`config.mk`:
```
export PLATFORM = sky130hd
export DESIGN_NAME = matrix_operand_loader
export DESIGN_NICKNAME = d
export VERILOG_FILES = /design/src/rtl/matrix_pkg.sv /design/src/rtl/matrix_operand_loader.sv
export SDC_FILE = /design/constraint.sdc
export NUM_CORES = 1
export LEC_CHECK = 0
export BUFFER_PORTS_ARGS = -buffer_cell sky130_fd_sc_hd__clkbuf_2
export CORE_MARGIN = 1
export CORE_UTILIZATION = 52
export CTS_CLUSTER_SIZE = 12
export DETAILED_ROUTE_END_ITERATION = 7
export PLACE_DENSITY = 0.79
export SLEW_MARGIN = 20
export SYNTH_ARGS = -nofsm -noshare
export SYNTH_HDL_FRONTEND = slang
export SYNTH_SLANG_ARGS = --single-unit
```
`constraint.sdc`:
```
create_clock -name clk -period 2.5 [get_ports clk]
set_input_delay 0.5 -clock clk [delete_from_list [all_inputs] [get_ports clk]]
set_output_delay 0.5 -clock clk [all_outputs]
set_load 0.02 [all_outputs]
```
`src/rtl/matrix_pkg.sv`:
```
// Shared definitions for the 2x2 matrix datapath: element/word widths, loader
// state encoding, and the row-major packing order used by the multiplier too.
package matrix_pkg;

    localparam int ELEM_W = 8;
    localparam int N_ELEM = 4;
    localparam int MAT_W  = ELEM_W * N_ELEM;

    typedef enum logic [1:0] {
        LOAD_A  = 2'd0,
        LOAD_B  = 2'd1,
        PRESENT = 2'd2
    } state_t;

    // Row-major packing: element 0 (x00) lands in the top byte, element 3 (x11) in the bottom.
    function automatic logic [MAT_W-1:0] put_elem(input logic [MAT_W-1:0] word,
                                                  input logic [1:0]       idx,
                                                  input logic [ELEM_W-1:0] elem);
        logic [MAT_W-1:0] w;
        w = word;
        w[(N_ELEM - 1 - int'(idx)) * ELEM_W +: ELEM_W] = elem;
        return w;
    endfunction

endpackage

```
`src/rtl/matrix_operand_loader.sv`:
```
// Assembles a byte stream (A row-major, then B row-major) into two packed 2x2
// matrices and hands the pair to the multiplier over a valid/ready handshake.
module matrix_operand_loader
    import matrix_pkg::*;
(
    input  logic              clk,
    input  logic              rst,
    input  logic [ELEM_W-1:0] in_data,
    input  logic              in_valid,
    input  logic              in_sof,
    output logic              in_ready,
    output logic [MAT_W-1:0]  a_out,
    output logic [MAT_W-1:0]  b_out,
    output logic              out_valid,
    input  logic              out_ready,
    output logic              err_sof,
    output logic [7:0]        frame_cnt,
    output state_t            state
);

    // Handshakes: a byte moves on a rising edge where in_valid && in_ready; a
    // frame moves where out_valid && out_ready. Neither ready depends on the
    // matching valid, and the source must hold its data until it is taken.

    state_t           state_nxt;
    logic [1:0]       cnt;
    logic [1:0]       cnt_nxt;
    logic [MAT_W-1:0] a_nxt;
    logic [MAT_W-1:0] b_nxt;
    logic             in_ready_nxt;
    logic             out_valid_nxt;
    logic             err_nxt;
    logic [7:0]       frame_nxt;
    logic             xfer;
    logic             restart;

    assign xfer    = in_valid && in_ready;
    // in_sof only counts as an error when it interrupts a frame already begun.
    assign restart = xfer && in_sof && !(state == LOAD_A && cnt == 2'd0);

    always_comb begin
        state_nxt     = state;
        cnt_nxt       = cnt;
        a_nxt         = a_out;
        b_nxt         = b_out;
        out_valid_nxt = out_valid;
        err_nxt       = 1'b0;
        frame_nxt     = frame_cnt;

        if (restart) begin
            a_nxt     = put_elem(a_out, 2'd0, in_data);
            state_nxt = LOAD_A;
            cnt_nxt   = 2'd1;
            err_nxt   = 1'b1;
        end else begin
            case (state)
                LOAD_A: begin
                    if (xfer) begin
                        a_nxt   = put_elem(a_out, cnt, in_data);
                        cnt_nxt = cnt + 2'd1;
                        if (cnt == 2'd3) begin
                            state_nxt = LOAD_B;
                        end
                    end
                end
                LOAD_B: begin
                    if (xfer) begin
                        b_nxt   = put_elem(b_out, cnt, in_data);
                        cnt_nxt = cnt + 2'd1;
                        if (cnt == 2'd3) begin
                            state_nxt     = PRESENT;
                            out_valid_nxt = 1'b1;
                        end
                    end
                end
                PRESENT: begin
                    if (out_valid && out_ready) begin
                        state_nxt     = LOAD_A;
                        cnt_nxt       = 2'd0;
                        out_valid_nxt = 1'b0;
                        frame_nxt     = frame_cnt + 8'd1;
                    end
                end
                default: begin
                    state_nxt     = LOAD_A;
                    cnt_nxt       = 2'd0;
                    out_valid_nxt = 1'b0;
                end
            endcase
        end

        // Registered ready: closed exactly while a frame is being presented.
        in_ready_nxt = (state_nxt != PRESENT);
    end

    always_ff @(posedge clk or negedge rst) begin
        if (!rst) begin
            state     <= LOAD_A;
            cnt       <= 2'd0;
            a_out     <= '0;
            b_out     <= '0;
            in_ready  <= 1'b0;
            out_valid <= 1'b0;
            err_sof   <= 1'b0;
            frame_cnt <= 8'd0;
        end else begin
            state     <= state_nxt;
            cnt       <= cnt_nxt;
            a_out     <= a_nxt;
            b_out     <= b_nxt;
            in_ready  <= in_ready_nxt;
            out_valid <= out_valid_nxt;
            err_sof   <= err_nxt;
            frame_cnt <= frame_nxt;
        end
    end

endmodule

```
* After elaboration in Yosys (flattened, before gate mapping) *
Index checks and enable logic that the tools add are counted.

storage, ports and cells
  output and inout port bits = 77
  register bits after elaboration = 79
  bits of input ports = 13
  word-level logic and storage cells = 64

cells by class
  add/sub/neg operators = 4
  reduce and logical (&&, ||, !) cells = 17
  shift operators = 2
  bitwise logic cells = 2
  multiplexer cells = 21
  eq/ne operators = 9

operators with widths
  operator                   count
  $mux W32                   3
  $bwmux W32                 2
  $neg A6 Y33                1
  $shift A8 B33 Y32 const A  1
  $shiftx A8 B33 Y32         1
  $mux W2                    9
  $reduce_and A3 Y1          3
  $add A8 B1 Y8 const B      1
  $ne A2 B2 Y1 const B       4
  $pmux W2 S3                1
  $logic_and A1 B1 Y1        5
  $reduce_and A5 Y1          1
  $eq A2 B2 Y1 const B       2
  $logic_not A2 Y1           2
  $mux W1                    4
  $pmux W2 S2                1
  $reduce_and A2 Y1          2
  $reduce_bool A2 Y1         2
  $ne A3 B1 Y1 const B       1
  $ne A3 B3 Y1 const B       1
  $pmux W1 S3                1
  $sub A2 B2 Y3 const A      1
  $add A2 B1 Y2 const B      1
  $eq A2 B1 Y1 const B       1
  other kinds (3)            4

* Depth between registers and ports, before layout *
Gate-level depths: netlist (run 1).

  depth after elaboration = 7
  gate-level depth with buffers = 6
  gate-level depth less buffers = 6

* Worst setup path before layout (run 1) *
Ideal clock, no wire load.

  path kind = reg-to-reg
  start = register cnt[0]
  end = register b_out[10]
  data required time = 2.435 ns
  arrival time = 1.741 ns
  cell stages (with the launch flop) = 6
  setup time = 0.065 ns
  slack = 0.694 ns
  buffers on the path = 0
  clock period less this slack = 1.806 ns
  path through = dfrtp_1 -> inv_1 -> ha_1 -> nor3b_1 -> and2_1 -> mux2_2

on the way
  cells in the longest elaborated chain, start to end = 6
  elaborated cells on any way between the ends = 11
  those cells by class = add/sub: 2; shift: 2; mux: 1; bitwise: 1; reduce/logical: 5

ends and longest elaborated chain
  item                                                 line                          RTL
  from (decl)                                          matrix_operand_loader.sv:26   logic [1:0] cnt;
  from (signal assigned)                               matrix_operand_loader.sv:108  cnt <= cnt_nxt;
  branches (longest 6 deep; another with $neg A6 Y33)  n/a
  to (signal assigned)                                 matrix_operand_loader.sv:110  b_out <= b_nxt;
  to (decl)                                            matrix_operand_loader.sv:13   output logic [MAT_W-1:0] b_out,

Parallel ways; which one is timed is not known.
A chain may end at the register's enable or synchronous reset.

* Worst setup path in the final report (run 1) *
  start = register cnt[0]
  end = register b_out[9]

The elaborated chain is that of the path after synthesis.

==> impl_metrics.toml, run 1 <==
[clock_tree]
clk_pin_slew_ns = 0.08
ctsResizeCount = 0
insertion_delay_ns = 0.34
clockBufferDepth = 2
cts_tree = "built"
cts_hold_buf = 0
cts_setup_buffers = 0
htreeDepth = 3
numCtsBuffers = 9
cts_num_sinks = 79
cts_root_buf = "clkbuf_8"

[drt]
detail_route.wl_per_cell_um = 16.50
drt_pass1_iterations = 4
ant_nets = 0
avgViaCountPerCell = 5.405
drt_iter0_markers = 143
drt_wl_total_mm = 7.212
via_count = 2362
drc = 0

[global_routing]
grt_max_degree = 67
track_usage = 0.2232
grt-ovfl-total = 0
antenna_found_initial = 0
grt_pass1_vias = 2432
grt_pass1_wl_mm = 12.14

[sta]
fin_crit_ns = 2.021
finalSetupViolCount = 0
hold_viol = 0
maxSlewHeadroom = 0.4595
fmax_mhz = 494.7
final_max_slew_viol_count = 0
rsz0062_at_grt = "false"
finClkSkew_ns = 0.007589
tightest_slew_ns = 0.8108
period_share = 0.8085
finalSetupTns_ns = 0

[synth]
yosys_register_bits = 79
synth_area_per_cell_um2 = 13.25
synth_async_sr_flop_share = 1.000
synth_cells = 260
ys_top_cells_by_count = "dfrtp_1, mux2_2, and2_1"
synth-edff-count = 0
synth_top_area_cell = "dfrtp_1"
synth_flop_cell = "dfrtp_1"
yosysMostFrequentCell = "dfrtp_1"
synth_area_um2 = 3446
yosysSeqAreaShare = 0.5737
synthTopCellsByArea = "dfrtp_1, mux2_2, and2_1"
yosysTopAreaCellShare = 0.5737
synth_cell_types = 36
syn_nets = 280
yosys_warnings = 0

[floorplan]
num_rows = 29
pin_count = 90
dieArea_um2 = 6956
initial_utilization = 0.5396
die_w_um = 83.41
die_h_um = 83.41
core_area_um2 = 6386

[power_and_ir_drop]
power.leakage_nw = 2.197
peakVddDrop_mv = 0.6850
powerDensity_nw_per_um2 = 1154

[worst_setup_path]
cp-start-kind = "flip-flop"
crit_path_end_kind = "flip-flop"
critical_path_peak_fanout = 9
critical_path_class = "flip-flop to flip-flop"
cp_data_arrival_time_ns = 2.25
required_ns = 2.73
path_cells = "inv_1 > ha_1 > nor3b_1 > buf_4 > and2_1 > mux2_2"
max_stage_delay_ns = 0.55
crit_slowest_cell = "dfrtp_1"

[cells_and_area]
syn_to_final_growth_pct = 20.92
layout.nets = 375
num_antenna_cells = 0
regArea_um2 = 1977
layout-drive-gt1-share = 0.4667
fillers = 491
multiInputGateArea_um2 = 1369
fin_cells = 437

[placed_design]
place_inst = 421
numPortBuffers = 89
dp_hpwl_mm = 5.195
gp_congestion = 0.8213

[status]
status = "finished, final reports clean"

[run]
cap_violations = 0

[min_path]
hold_path_class = "primary input to asynchronous set/reset pin"
cells in the final DEF (no fill, tap or decap), types with 4 or more instances in the layout:
cell       n
mux2_2    49
dfrtp_1   79
nand4_1    4
clkbuf_2  88
inv_1     12
o21ai_0   10
clkbuf_8  11
and2_1    27
ha_1       7
xnor2_1    7
a22o_1     9
nand3_1   12
buf_4      4
nand2_1    5
worst max-delay path, delay by kind of cell (launching register included):
family / cells / cell delay (ns)
simple gates: 2 / 0.35
buf+inv: 2 / 0.34
flops: 1 / 0.55
fa+ha+maj: 1 / 0.41
mux: 1 / 0.27
sequential cells by signal, indices dropped and copies added, names as in the netlist:
register and cells:
in_ready 1, err_sof 1, cnt 2, state 2
b_out 32, out_valid 1, a_out 32, frame_cnt 8
power breakdown:
| group | internal, mW | total (mW) | switching, mW |
|---|---|---|---|
| registers | 1.68 | 1.97 | 0.290 |
| logic | 0.734 | 1.86 | 1.13 |
| clock network | 0.518 | 0.972 | 0.454 |
per-stage QoR:
step | cell area [µm²] | setup WS (ns) | power [mW] | util | hold WS, ns
floorplan | 3446 | 0.6939 | 3.194 | - | 0.2044
global placement | 3958 | 0.5361 | 3.812 | 0.6197 | 0.4605
detailed placement | 3958 | 0.4875 | 3.870 | 0.6197 | 0.4667
CTS | 4167 | 0.4742 | 4.853 | 0.6524 | 0.2772
global route | 4167 | 0.3020 | 5.081 | 0.6524 | 0.3171
finish | 4167 | 0.4787 | 4.809 | 0.6524 | 0.2588
path summary, 6_finish.rpt:
| check | cells after the start | slack [ns] | endpoint | start |
|---|---|---|---|---|
| min in group clk | 1 | 0.47 | frame_cnt[7]$_DFFE_PN0P_ | frame_cnt[7]$_DFFE_PN0P_ |
| max | 6 | 0.48 | b_out[9]$_DFFE_PN0P_ | cnt[0]$_DFFE_PN0P_ |
| min | 1 | 0.26 | frame_cnt[0]$_DFFE_PN0P_ | rst |
| max reg2reg | 6 | 0.48 | b_out[9]$_DFFE_PN0P_ | cnt[0]$_DFFE_PN0P_ |
| max in group asynchronous | 2 | 1.62 | b_out[10]$_DFFE_PN0P_ | rst |
| min reg2reg | 1 | 0.47 | frame_cnt[7]$_DFFE_PN0P_ | frame_cnt[7]$_DFFE_PN0P_ |
routing by layer:
layer / share of wire / global-route usage / vias up
met1: 0.47 / 0.3093 / 1168
met2: 0.45 / 0.3346 / 79
met3: 0.063 / 0.06958 / 14
li1: - / - / 1101
met5: 0 / 0 / -
met4: 0.017 / 0.07680 / 0
cell families (layout without fill, tap and decap cells):
logic type      count (synthesis)  count (layout)  share of synthesized area
buf+inv                        20             120                    0.02905
flops                          79              79                     0.5737
simple gates                   66              66                     0.1253
compound gates                 30              30                    0.06355
xor+xnor                        9               9                    0.02288
mux                            49              49                     0.1601
fa+ha+maj                       7               7                    0.02542
cell type report:
cell class,count,area share
tap,77,0.02312
clock buffer,12,0.03724
timing repair buffer,92,0.1129
inverter,12,0.01081
clock inverter,4,0.01291
sequential,79,0.4745
multi-input combinational,161,0.3285
Note: power is estimated with default switching activity, not from simulation.
==> run 2, diff against run 1 <==
--- a/config.mk
+++ b/config.mk
@@ -5,12 +5,13 @@
 export SDC_FILE = /design/constraint.sdc
 export NUM_CORES = 1
 export LEC_CHECK = 0
+export ABC_AREA = 1
 export BUFFER_PORTS_ARGS = -buffer_cell sky130_fd_sc_hd__clkbuf_2
 export CORE_MARGIN = 1
-export CORE_UTILIZATION = 52
+export CORE_UTILIZATION = 48
 export CTS_CLUSTER_SIZE = 12
 export DETAILED_ROUTE_END_ITERATION = 7
-export PLACE_DENSITY = 0.79
+export PLACE_DENSITY = 0.76
 export SLEW_MARGIN = 20
 export SYNTH_ARGS = -nofsm -noshare
 export SYNTH_HDL_FRONTEND = slang
==> constraint.sdc (replaced) <==
create_clock -name clk -period 1.63 [get_ports clk]
set_input_delay 0.326 -clock clk [delete_from_list [all_inputs] [get_ports clk]]
set_output_delay 0.326 -clock clk [all_outputs]
set_load 0.02 [all_outputs]
==> run 2 against run 1 <==
  * The run now ends with setup timing left
  * Worst setup slack got worse by 0.48 ns
  * Clock-buffer cell count decreased by 2
  * Flip-flop and latch count unchanged
  * Clock skew barely moved
  * Critical path type unchanged
==> impl_metrics.toml, run 2 <==
[power_and_ir_drop]
peakVddDrop_mv = 0.5349
pwr-share-seq = 0.537
switchingPower_uw = 803.8
powerDensity_nw_per_um2 = 743.2
sw_frac_of_total = 0.2204
intPower_mw = 2.843
clkPwrFrac = 0.433
p_comb_frac = 0.030
power.leakage_nw = 2.793

[worst_setup_path]
required_ns = 1.93
crit_path_end_kind = "flip-flop"
critical_path_peak_fanout = 8
critical_path_class = "flip-flop to flip-flop"
cp-start-kind = "flip-flop"
reg2regPathDepth = 6
cp_data_arrival_time_ns = 1.93

[synth]
synth_cell_types = 22
synth_area_per_cell_um2 = 7.819
synth_xor_area_frac = 0.009296
ys_top_cells_by_count = "nand2_1, dfrtp_1, nor2_1"
yosysSeqAreaShare = 0.5246
synth_top_area_cell = "dfrtp_1"
synth_cells = 482
syn_nets = 502
synth_async_sr_flop_share = 1.000
synthTopCellsByArea = "dfrtp_1, nand2_1, nand4_1"
synth-edff-count = 0
synth_fa_ha_area_frac = 0.02324
yosys_register_bits = 79
synth_top_family_by_area = "simple AND/OR/NAND/NOR gates"
yosysMostFrequentCell = "nand2_1"
synth-simple-area-share = 0.3782
synthMuxAreaShare = 0
synth_flop_cell = "dfrtp_1"
yosysTopAreaCellShare = 0.5246
yosys_warnings = 0
synth_compound_area_frac = 0.01295
synth_area_um2 = 3769

[clock_tree]
cts_num_sinks = 79
htreeDepth = 3
numCtsBuffers = 9
cts_root_buf = "clkbuf_8"
insertion_delay_ns = 0.36
clk_pin_slew_ns = 0.08
cts_tree = "built"
clockBufferDepth = 2

[sta]
finalSetupTns_ns = -0.005642
fin_crit_ns = 1.636
rsz0062_at_grt = "true"
setup_slack_ns = -0.005642
fmax_mhz = 611.4
hold_viol = 0
final_max_slew_viol_count = 0
finClkSkew_ns = 0.007670
maxSlewHeadroom = 0.6460
period_share = 1.003
finalSetupViolCount = 1
tightest_slew_ns = 0.5290

[drt]
drt_pass1_iterations = 5
drt_wl_total_mm = 10.10
detail_route.wl_per_cell_um = 14.51
drc = 0
drt_iter0_markers = 303
ant_nets = 0
avgViaCountPerCell = 5.326
via_count = 3707

[floorplan]
pin_count = 90
core_area_um2 = 7408
num_rows = 31
die_h_um = 90.61
die_w_um = 90.61
dieArea_um2 = 8209
initial_utilization = 0.5087

[status]
status = "finished with violations"
violations = "setup timing"

[cells_and_area]
layout.nets = 613
final_common_cell = "nand2_1"
fin_cells = 696
largest_registers = "a_out: 32 flops, b_out: 32 flops, frame_cnt: 8 flops"
layout-drive-gt1-share = 0.2881
syn_to_final_growth_pct = 30.21
layout_common_cells = "nand2_1, clkbuf_2, dfrtp_1"
fillers = 620
num_antenna_cells = 0

[min_path]
hold_path_class = "primary input to flip-flop"
hold_depth = 5

[placed_design]
dp_hpwl_mm = 7.102
place_inst = 676
gp_congestion = 0.8833
numPortBuffers = 89

[global_routing]
grt_pass1_wl_mm = 16.05
grt_max_degree = 41
grt-ovfl-total = 0
antenna_found_initial = 0
grt_pass1_vias = 3351
track_usage = 0.2492

[run]
cap_violations = 0
run 2: metrics by stage:
step / util / area [µm²] / hold WS (ns) / setup WS, ns / total power [mW]
after global routing: 0.6624 / 4907 / 0.3558 / -0.05954 / 3.748
after floorplan: - / 3822 / 0.03041 / -0.02704 / 2.023
after CTS: 0.6393 / 4736 / 0.3362 / 0.01830 / 3.657
after detailed placement: 0.6077 / 4502 / 0.2258 / -0.06134 / 2.101
after global placement: 0.6077 / 4502 / 0.2259 / -0.01176 / 2.100
final: 0.6624 / 4907 / 0.3418 / -0.005642 / 3.647
run 2: repair_timing:
item	CTS	global route
setup endpoints to repair	19	62
buffers inserted	0	3
resized for setup	3	36
gates cloned	0	1
hold endpoints to repair	19	0
hold buffers	1	0
pin swaps	0	14
run 2: path summary, 6_finish.rpt:
kind,from,slack [ns],to
setup / recovery,cnt[0]$_DFFE_PN0P_,-0.006,a_out[23]$_DFFE_PN0P_
hold / removal,in_data[4],0.34,a_out[12]$_DFFE_PN0P_
setup reg to reg,cnt[0]$_DFFE_PN0P_,-0.006,a_out[23]$_DFFE_PN0P_
hold reg to reg,a_out[6]$_DFFE_PN0P_,0.48,a_out[6]$_DFFE_PN0P_
max in group asynchronous,rst,0.67,state[1]$_DFF_PN0_
min in group asynchronous,rst,0.39,b_out[11]$_DFFE_PN0P_
run 2: power groups by stage:
stage               logic (mW)  clock network [mW]  registers (mW)
finish                   0.111                1.58            1.96
global route             0.124                1.67            1.96
CTS                      0.107                1.59            1.96
detailed placement       0.104                   0            2.00
global placement         0.103                   0            2.00
floorplan               0.0251                   0            2.00
run 2: area by class of cell:
cell class	count	area, µm²	area share
clock inverter	5	83.83	0.01708
multi-input combinational	354	1764	0.3595
timing repair buffer	118	714.4	0.1456
tap	99	123.9	0.02524
sequential	79	1977	0.4029
inverter	31	116.4	0.02371
clock buffer	10	127.6	0.02601
run 2: logic make-up after synthesis:
kind of cell | count (synthesis)
buf+inv | 49
fa+ha+maj | 7
xor+xnor | 4
flops | 79
simple gates | 335
compound gates | 8
run 2: layer usage:
layer / global-route usage / share of wire / vias to the layer above
li1: - / - / 1756
met1: 0.3535 / 0.44 / 1745
met2: 0.3643 / 0.45 / 170
met3: 0.05640 / 0.072 / 36
met4: 0.1116 / 0.032 / 0
met5: 0 / 0 / -
run 2: worst max-delay path, stage by stage, from the launching register on:
cell and delay (ns):
dfrtp_1 0.40, inv_2 0.14, ha_4 0.16, o211ai_1 0.14, nor2_1 0.45, nand2_1 0.18
nand2_1 0.11
